<file path="config.mk">
export PLATFORM = sky130hd
export DESIGN_NAME = cpu_debug_loader_flat
export DESIGN_NICKNAME = d
export VERILOG_FILES = /design/src/rtl/cpu_debug_loader_if.sv /design/src/rtl/cpu_debug_loader.sv /design/src/flat_wrapper.sv
export SDC_FILE = /design/constraint.sdc
export NUM_CORES = 1
export LEC_CHECK = 0
export CORE_MARGIN = 5
export CORE_UTILIZATION = 43
export CTS_BUF_LIST = sky130_fd_sc_hd__clkbuf_8
export DETAILED_ROUTE_END_ITERATION = 10
export GPL_ROUTABILITY_DRIVEN = 0
export GPL_TIMING_DRIVEN = 0
export PLACE_DENSITY_LB_ADDON = 0.2
export SKIP_CTS_REPAIR_TIMING = 1
export SLEW_MARGIN = 20
export SYNTH_ARGS = -nofsm -noshare
export SYNTH_HDL_FRONTEND = slang
export SYNTH_SLANG_ARGS = --single-unit
</file>
<file path="constraint.sdc">
create_clock -name clk -period 1.9 [get_ports clk]
set_input_delay 0.285 -clock clk [delete_from_list [all_inputs] [get_ports clk]]
set_output_delay 0.285 -clock clk [all_outputs]
set_load 0.02 [all_outputs]
</file>
<file path="src/rtl/cpu_debug_loader_if.sv">
// Bus between the debug loader, the host byte streams and the CPU debug port.
// Byte streams: a byte moves on a posedge where valid && ready; the source holds data stable while valid && !ready.
interface cpu_debug_loader_if;
  logic [7:0]  rx_data;
  logic        rx_valid;
  logic        rx_ready;
  logic [7:0]  tx_data;
  logic        tx_valid;
  logic        tx_ready;
  logic [31:0] addr;
  logic [31:0] din;
  logic        we_im;
  logic        we_dm;
  logic [31:0] dout_im;
  logic [31:0] dout_dm;
  logic [31:0] dout_rf;
  logic        debug;

  modport master (
    input  rx_data, rx_valid, tx_ready, dout_im, dout_dm, dout_rf,
    output rx_ready, tx_data, tx_valid, addr, din, we_im, we_dm, debug
  );

  modport slave (
    output rx_data, rx_valid, tx_ready, dout_im, dout_dm, dout_rf,
    input  rx_ready, tx_data, tx_valid, addr, din, we_im, we_dm, debug
  );
endinterface

</file>
<file path="src/rtl/cpu_debug_loader.sv">
// Byte-serial debug initiator: decodes host commands into CPU debug-port writes/reads
// and streams the responses back.
module cpu_debug_loader (
  input  logic               clk,
  input  logic               rstn,
  cpu_debug_loader_if.master bus,
  output logic [2:0]         state_o
);
  localparam logic [7:0] ACK_BYTE = 8'hA5;
  localparam logic [7:0] ERR_BYTE = 8'hEE;
  localparam logic [7:0] OP_WR_IM = 8'h01;
  localparam logic [7:0] OP_WR_DM = 8'h02;
  localparam logic [7:0] OP_RD_IM = 8'h11;
  localparam logic [7:0] OP_RD_DM = 8'h12;
  localparam logic [7:0] OP_RD_RF = 8'h13;
  localparam logic [7:0] OP_DBG   = 8'h20;

  typedef enum logic [2:0] {
    S_IDLE, S_ADDR, S_DATA, S_WRITE, S_READ, S_DBG, S_ERR, S_RESP
  } state_t;

  state_t      state_q;
  logic [7:0]  op_q;
  logic [1:0]  cnt_q;
  logic [2:0]  left_q;
  logic [31:0] resp_q;
  logic [31:0] addr_q;
  logic [31:0] din_q;
  logic        we_im_q;
  logic        we_dm_q;
  logic        debug_q;
  logic        rx_ready_q;
  logic        tx_valid_q;

  logic        rx_fire;
  logic        tx_fire;
  logic        is_write;
  logic [31:0] rd_data;

  assign rx_fire  = bus.rx_valid && rx_ready_q;
  assign tx_fire  = tx_valid_q && bus.tx_ready;
  assign is_write = (op_q == OP_WR_IM) || (op_q == OP_WR_DM);

  always_comb begin
    rd_data = bus.dout_rf;
    case (op_q)
      OP_RD_IM: rd_data = bus.dout_im;
      OP_RD_DM: rd_data = bus.dout_dm;
      default:  ;
    endcase
  end

  // rx_ready_q is set alongside every transition so it always reflects the state being entered.
  always_ff @(posedge clk or negedge rstn) begin
    if (!rstn) begin
      state_q    <= S_IDLE;
      op_q       <= '0;
      cnt_q      <= '0;
      left_q     <= '0;
      resp_q     <= '0;
      addr_q     <= '0;
      din_q      <= '0;
      we_im_q    <= 1'b0;
      we_dm_q    <= 1'b0;
      debug_q    <= 1'b0;
      rx_ready_q <= 1'b0;
      tx_valid_q <= 1'b0;
    end else begin
      case (state_q)
        S_IDLE: begin
          rx_ready_q <= 1'b1;
          if (rx_fire) begin
            op_q <= bus.rx_data;
            case (bus.rx_data)
              OP_WR_IM, OP_WR_DM, OP_RD_IM, OP_RD_DM, OP_RD_RF: state_q <= S_ADDR;
              OP_DBG: state_q <= S_DBG;
              default: begin
                state_q    <= S_ERR;
                rx_ready_q <= 1'b0;
              end
            endcase
          end
        end
        S_ADDR: begin
          if (rx_fire) begin
            addr_q[{cnt_q, 3'b000} +: 8] <= bus.rx_data;
            if (cnt_q == 2'd3) begin
              cnt_q <= 2'd0;
              if (is_write) begin
                state_q <= S_DATA;
              end else begin
                state_q    <= S_READ;
                rx_ready_q <= 1'b0;
              end
            end else begin
              cnt_q <= cnt_q + 2'd1;
            end
          end
        end
        S_DATA: begin
          if (rx_fire) begin
            din_q[{cnt_q, 3'b000} +: 8] <= bus.rx_data;
            if (cnt_q == 2'd3) begin
              cnt_q      <= 2'd0;
              state_q    <= S_WRITE;
              rx_ready_q <= 1'b0;
              we_im_q    <= (op_q == OP_WR_IM);
              we_dm_q    <= (op_q == OP_WR_DM);
            end else begin
              cnt_q <= cnt_q + 2'd1;
            end
          end
        end
        S_WRITE: begin
          we_im_q    <= 1'b0;
          we_dm_q    <= 1'b0;
          resp_q     <= {24'd0, ACK_BYTE};
          left_q     <= 3'd1;
          tx_valid_q <= 1'b1;
          state_q    <= S_RESP;
        end
        S_READ: begin
          resp_q     <= rd_data;
          left_q     <= 3'd4;
          tx_valid_q <= 1'b1;
          state_q    <= S_RESP;
        end
        S_DBG: begin
          if (rx_fire) begin
            debug_q    <= bus.rx_data[0];
            resp_q     <= {24'd0, ACK_BYTE};
            left_q     <= 3'd1;
            tx_valid_q <= 1'b1;
            rx_ready_q <= 1'b0;
            state_q    <= S_RESP;
          end
        end
        S_ERR: begin
          resp_q     <= {24'd0, ERR_BYTE};
          left_q     <= 3'd1;
          tx_valid_q <= 1'b1;
          state_q    <= S_RESP;
        end
        S_RESP: begin
          if (tx_fire) begin
            if (left_q == 3'd1) begin
              tx_valid_q <= 1'b0;
              rx_ready_q <= 1'b1;
              state_q    <= S_IDLE;
            end else begin
              resp_q <= resp_q >> 8;
              left_q <= left_q - 3'd1;
            end
          end
        end
        default: state_q <= S_IDLE;
      endcase
    end
  end

  assign bus.rx_ready = rx_ready_q;
  assign bus.tx_data  = resp_q[7:0];
  assign bus.tx_valid = tx_valid_q;
  assign bus.addr     = addr_q;
  assign bus.din      = din_q;
  assign bus.we_im    = we_im_q;
  assign bus.we_dm    = we_dm_q;
  assign bus.debug    = debug_q;
  assign state_o      = state_q;
endmodule

</file>
<file path="src/flat_wrapper.sv">
// flat-port wrapper written by rule: the top's interface ports become plain ports
module cpu_debug_loader_flat 
  (clk, rstn, state_o, bus_rx_data, bus_rx_valid, bus_tx_ready, bus_dout_im, bus_dout_dm, bus_dout_rf, bus_rx_ready, bus_tx_data, bus_tx_valid, bus_addr, bus_din, bus_we_im, bus_we_dm, bus_debug);
  cpu_debug_loader_if bus_i ();
  input  logic clk;
  input  logic rstn;
  output logic [2:0] state_o;
  input wire logic [$bits(bus_i.rx_data)-1:0] bus_rx_data;
  input wire logic [$bits(bus_i.rx_valid)-1:0] bus_rx_valid;
  input wire logic [$bits(bus_i.tx_ready)-1:0] bus_tx_ready;
  input wire logic [$bits(bus_i.dout_im)-1:0] bus_dout_im;
  input wire logic [$bits(bus_i.dout_dm)-1:0] bus_dout_dm;
  input wire logic [$bits(bus_i.dout_rf)-1:0] bus_dout_rf;
  output wire logic [$bits(bus_i.rx_ready)-1:0] bus_rx_ready;
  output wire logic [$bits(bus_i.tx_data)-1:0] bus_tx_data;
  output wire logic [$bits(bus_i.tx_valid)-1:0] bus_tx_valid;
  output wire logic [$bits(bus_i.addr)-1:0] bus_addr;
  output wire logic [$bits(bus_i.din)-1:0] bus_din;
  output wire logic [$bits(bus_i.we_im)-1:0] bus_we_im;
  output wire logic [$bits(bus_i.we_dm)-1:0] bus_we_dm;
  output wire logic [$bits(bus_i.debug)-1:0] bus_debug;
  assign bus_i.rx_data = bus_rx_data;
  assign bus_i.rx_valid = bus_rx_valid;
  assign bus_i.tx_ready = bus_tx_ready;
  assign bus_i.dout_im = bus_dout_im;
  assign bus_i.dout_dm = bus_dout_dm;
  assign bus_i.dout_rf = bus_dout_rf;
  assign bus_rx_ready = bus_i.rx_ready;
  assign bus_tx_data = bus_i.tx_data;
  assign bus_tx_valid = bus_i.tx_valid;
  assign bus_addr = bus_i.addr;
  assign bus_din = bus_i.din;
  assign bus_we_im = bus_i.we_im;
  assign bus_we_dm = bus_i.we_dm;
  assign bus_debug = bus_i.debug;
  cpu_debug_loader u_core (.clk(clk), .rstn(rstn), .bus(bus_i), .state_o(state_o));
endmodule
</file>
==> results by group <==
Status
  • Outcome: finished with violations
  • Failing checks: negative setup slack

Power
  • Leakage: 3.56 nW
  • Peak supply drop: 0.000551 V
  • Pwr dens: 1360 nW/µm²
  • Power Total: 11.8 mW

Finish
  • Share of layout cells above drive strength 1: 16.6%
  • Ant diodes: 0
  • Non-Filler Instances: 1031
  • Area grow syn2layout: 53.9%
  • Fillers: 976
  • Nets: 961

CTS
  • Clk sinks: 117
  • Clk root buf: clkbuf_8
  • Clock-pin slew on the worst setup and hold paths: 0.07 ns
  • Level count of the clock H-tree: 4
  • Worst-Skew Late Latency: 0.44 ns
  • CTS Buf Count: 17
  • CTS tree: done
  • Clock tree buffer depth: 2

Critical path
  • Buf/Inv on CP: 1
  • Req. time, crit path: 2.22 ns
  • Delay-heaviest family, CP: simple AND/OR/NAND/NOR gates
  • Worst-path maximum fanout: 6
  • Critical path class: reg2reg
  • Sequence of cells on the critical path: or4b_4 -> a21o_4 -> buf_8 -> nand2_4 -> o21ai_2 -> a221o_1
  • CP endpoint kind: flop
  • CP arrival: 2.29 ns
  • Worst setup SP type: flop
  • CP peak stage delay: 0.58 ns
  • CP max-delay cell: or4b_4

Timing
  • Fin crit share: 104%
  • Fin. Hold Viols: 0
  • Final Worst Setup Slack: -0.0701 ns
  • Clk_skew: 0.00971 ns
  • Fin crit period: 1.97 ns
  • Unrepaired setup endpoints after global routing: yes
  • Final count of pins violating max slew: 0
  • Least-Margin Pin Slew: 0.561 ns
  • Fmax: 508 MHz
  • Final setup fails: 18
  • Slew HR: 62.3%
  • Setup_tns: -0.408 ns

Placed design
  • Placed insts: 983
  • Hpwl dp: 13300 µm
  • Port Buffers: 186

Global route
  • First-pass GRT wire length: 28400 µm
  • Vias in the first global route: 5804
  • Total track usage: 22.4%
  • Largest net degree at the start of global routing: 80
  • Antenna violations before repair: 0
  • Total gr overflow: 0

Die
  • Die width: 125 µm
  • Initial core utilization: 44.2%
  • Die height: 125 µm
  • Io pins: 188
  • Die ar.: 15500 µm²
  • Site Rows: 41
  • Core Area: 12800 µm²

Logic synthesis
  • Syn Area/Cell: 9.05 µm²
  • Ranking of synthesized cells by area: dfrtp_1 (52%), o21ai_0 (9.0%), nand2_1 (8.5%)
  • Ys flop type: dfrtp_1
  • Synth warnings: 0
  • Flops & latches, synth: 117
  • Distinct cells, synth: 47
  • Post-synthesis sequential area ratio: 51.8%
  • EDFF count, synth: 0
  • Mapped Area: 5650 µm²
  • Yosys top cell by area: dfrtp_1
  • Yosys top cell area share: 51.8%
  • Ys async rst share: 100%
  • Mapped Cells: 624
  • Synth Net Count: 739

Route
  • Avg WL per Cell: 17.9 µm
  • DRC: 0
  • 1st-iter DRT viols: 376
  • Antenna-violating nets left: 0
  • Routed wire length: 18400 µm
  • Vias: 5713
  • Routed vias/inst: 5.54
  • DRT Pass-1 Iters: 5

Flow run
  • Max_cap viols: 0

Min path
  • Min-Delay Path Class: in2async
area by class of cell:
class / instances / area, µm² / area share [%]
clock inverters: 14 / 225 / 2.59
clock buffers: 18 / 248 / 2.85
well taps: 172 / 215 / 2.48
inverters: 15 / 60.1 / 0.691
plain buffers: 46 / 272 / 3.12
flip-flops and latches: 117 / 2930 / 33.8
multi-input cells: 446 / 2700 / 31.0
repair buffers: 203 / 2040 / 23.5
cells in the mapped netlist, types with 3 or more instances:
cell	instances
dfrtp_1	117
or4b_1	4
buf_2	10
a221o_1	3
nor3_1	11
nand3_1	4
a31oi_1	3
mux2_2	9
o311ai_0	3
o21ai_1	5
nor3b_1	3
a221oi_1	6
clkbuf_1	25
a21oi_1	35
nand4_1	3
ha_1	7
a22oi_1	48
a22o_1	3
inv_1	15
buf_4	8
nand2_1	128
o21ai_0	102
nor2b_1	5
nor2_1	36
final timing paths:
path                                            startpoint                              end  slack, ns  cells after the start
min in group clk                            bus_rx_data[0]   u_core.bus.addr[0]$_DFFE_PN0P_       0.35                      3
setup / recovery                u_core.op_q[3]$_DFFE_PN0P_     u_core.resp_q[6]$_DFFE_PN0P_      -0.07                      6
setup reg to reg                u_core.op_q[3]$_DFFE_PN0P_     u_core.resp_q[6]$_DFFE_PN0P_      -0.07                      6
hold reg to reg            u_core.bus.addr[28]$_DFFE_PN0P_  u_core.bus.addr[28]$_DFFE_PN0P_       0.48                      2
hold / removal                                        rstn    u_core.bus.din[5]$_DFFE_PN0P_       0.31                      2
max in group asynchronous                             rstn       u_core.op_q[1]$_DFFE_PN0P_       0.87                      3
metal layers:
| metal | part of all wire [%] | up-vias | routed length [µm] | global-route usage (%) |
|---|---|---|---|---|
| li1 | - | 2663 | - | - |
| met1 | 40 | 2764 | 7320 | 27.5 |
| met2 | 52 | 255 | 9510 | 38.0 |
| met3 | 7.2 | 31 | 1330 | 6.30 |
| met4 | 1.5 | 0 | 285 | 7.41 |
| met5 | 0 | - | 0 | 0 |
state kept, by name, summed over array words and instances (netlist names):
register and cells:
u_core.bus.addr 32, u_core.bus.rx_ready 1, u_core.bus.debug 1, u_core.bus.tx_valid 1, u_core.cnt_q 2, u_core.bus.din 32, u_core.left_q 3, u_core.state_o 3
u_core.resp_q 32, u_core.bus.we_dm 1, u_core.bus.we_im 1, u_core.op_q 8
per-stage QoR:
stage               setup WS [ns]  hold WS, ns  instance area (µm²)  util (%)
floorplan                  0.0592      -0.0106                 5650         -
global placement            -3.72        0.461                 7730      60.5
detailed placement         -0.569        0.211                 7750      60.7
CTS                        -0.421       -0.261                 8230      64.4
global route               -0.122        0.348                 8690      68.0
finish                    -0.0701        0.315                 8690      68.0
cell usage in the layout (no fill, tap or decap), types with 7 or more instances in the layout:
master	Yosys	final
clkdlybuf4s50_1	0	185
nand2_1	128	123
dfrtp_1	117	112
o21ai_0	102	99
a22oi_1	48	48
nor2_1	36	35
buf_4	8	29
a21oi_1	35	23
clkbuf_8	0	18
inv_1	15	14
a21oi_2	0	11
clkbuf_1	25	10
clkbuf_2	0	10
mux2_2	9	9
nor3_1	11	7
cell families after synthesis:
family,after synthesis,synth area share (%)
buffers and inverters,61,4.94
AOI/OAI and AO/OA,220,23.4
and+or+nand+nor,209,16.3
muxes,10,1.97
DFF,117,51.8
adders and majority gates,7,1.55
power breakdown:
part           internal [mW]  leakage, nW  total [mW]  switching, mW
clock network           1.61        0.226        2.68           1.07
registers               3.14         1.57        3.67          0.521
logic                   2.44         1.76        5.46           3.01
total                   7.20         3.56        11.8           4.61
(Power assumes the default switching activity.)
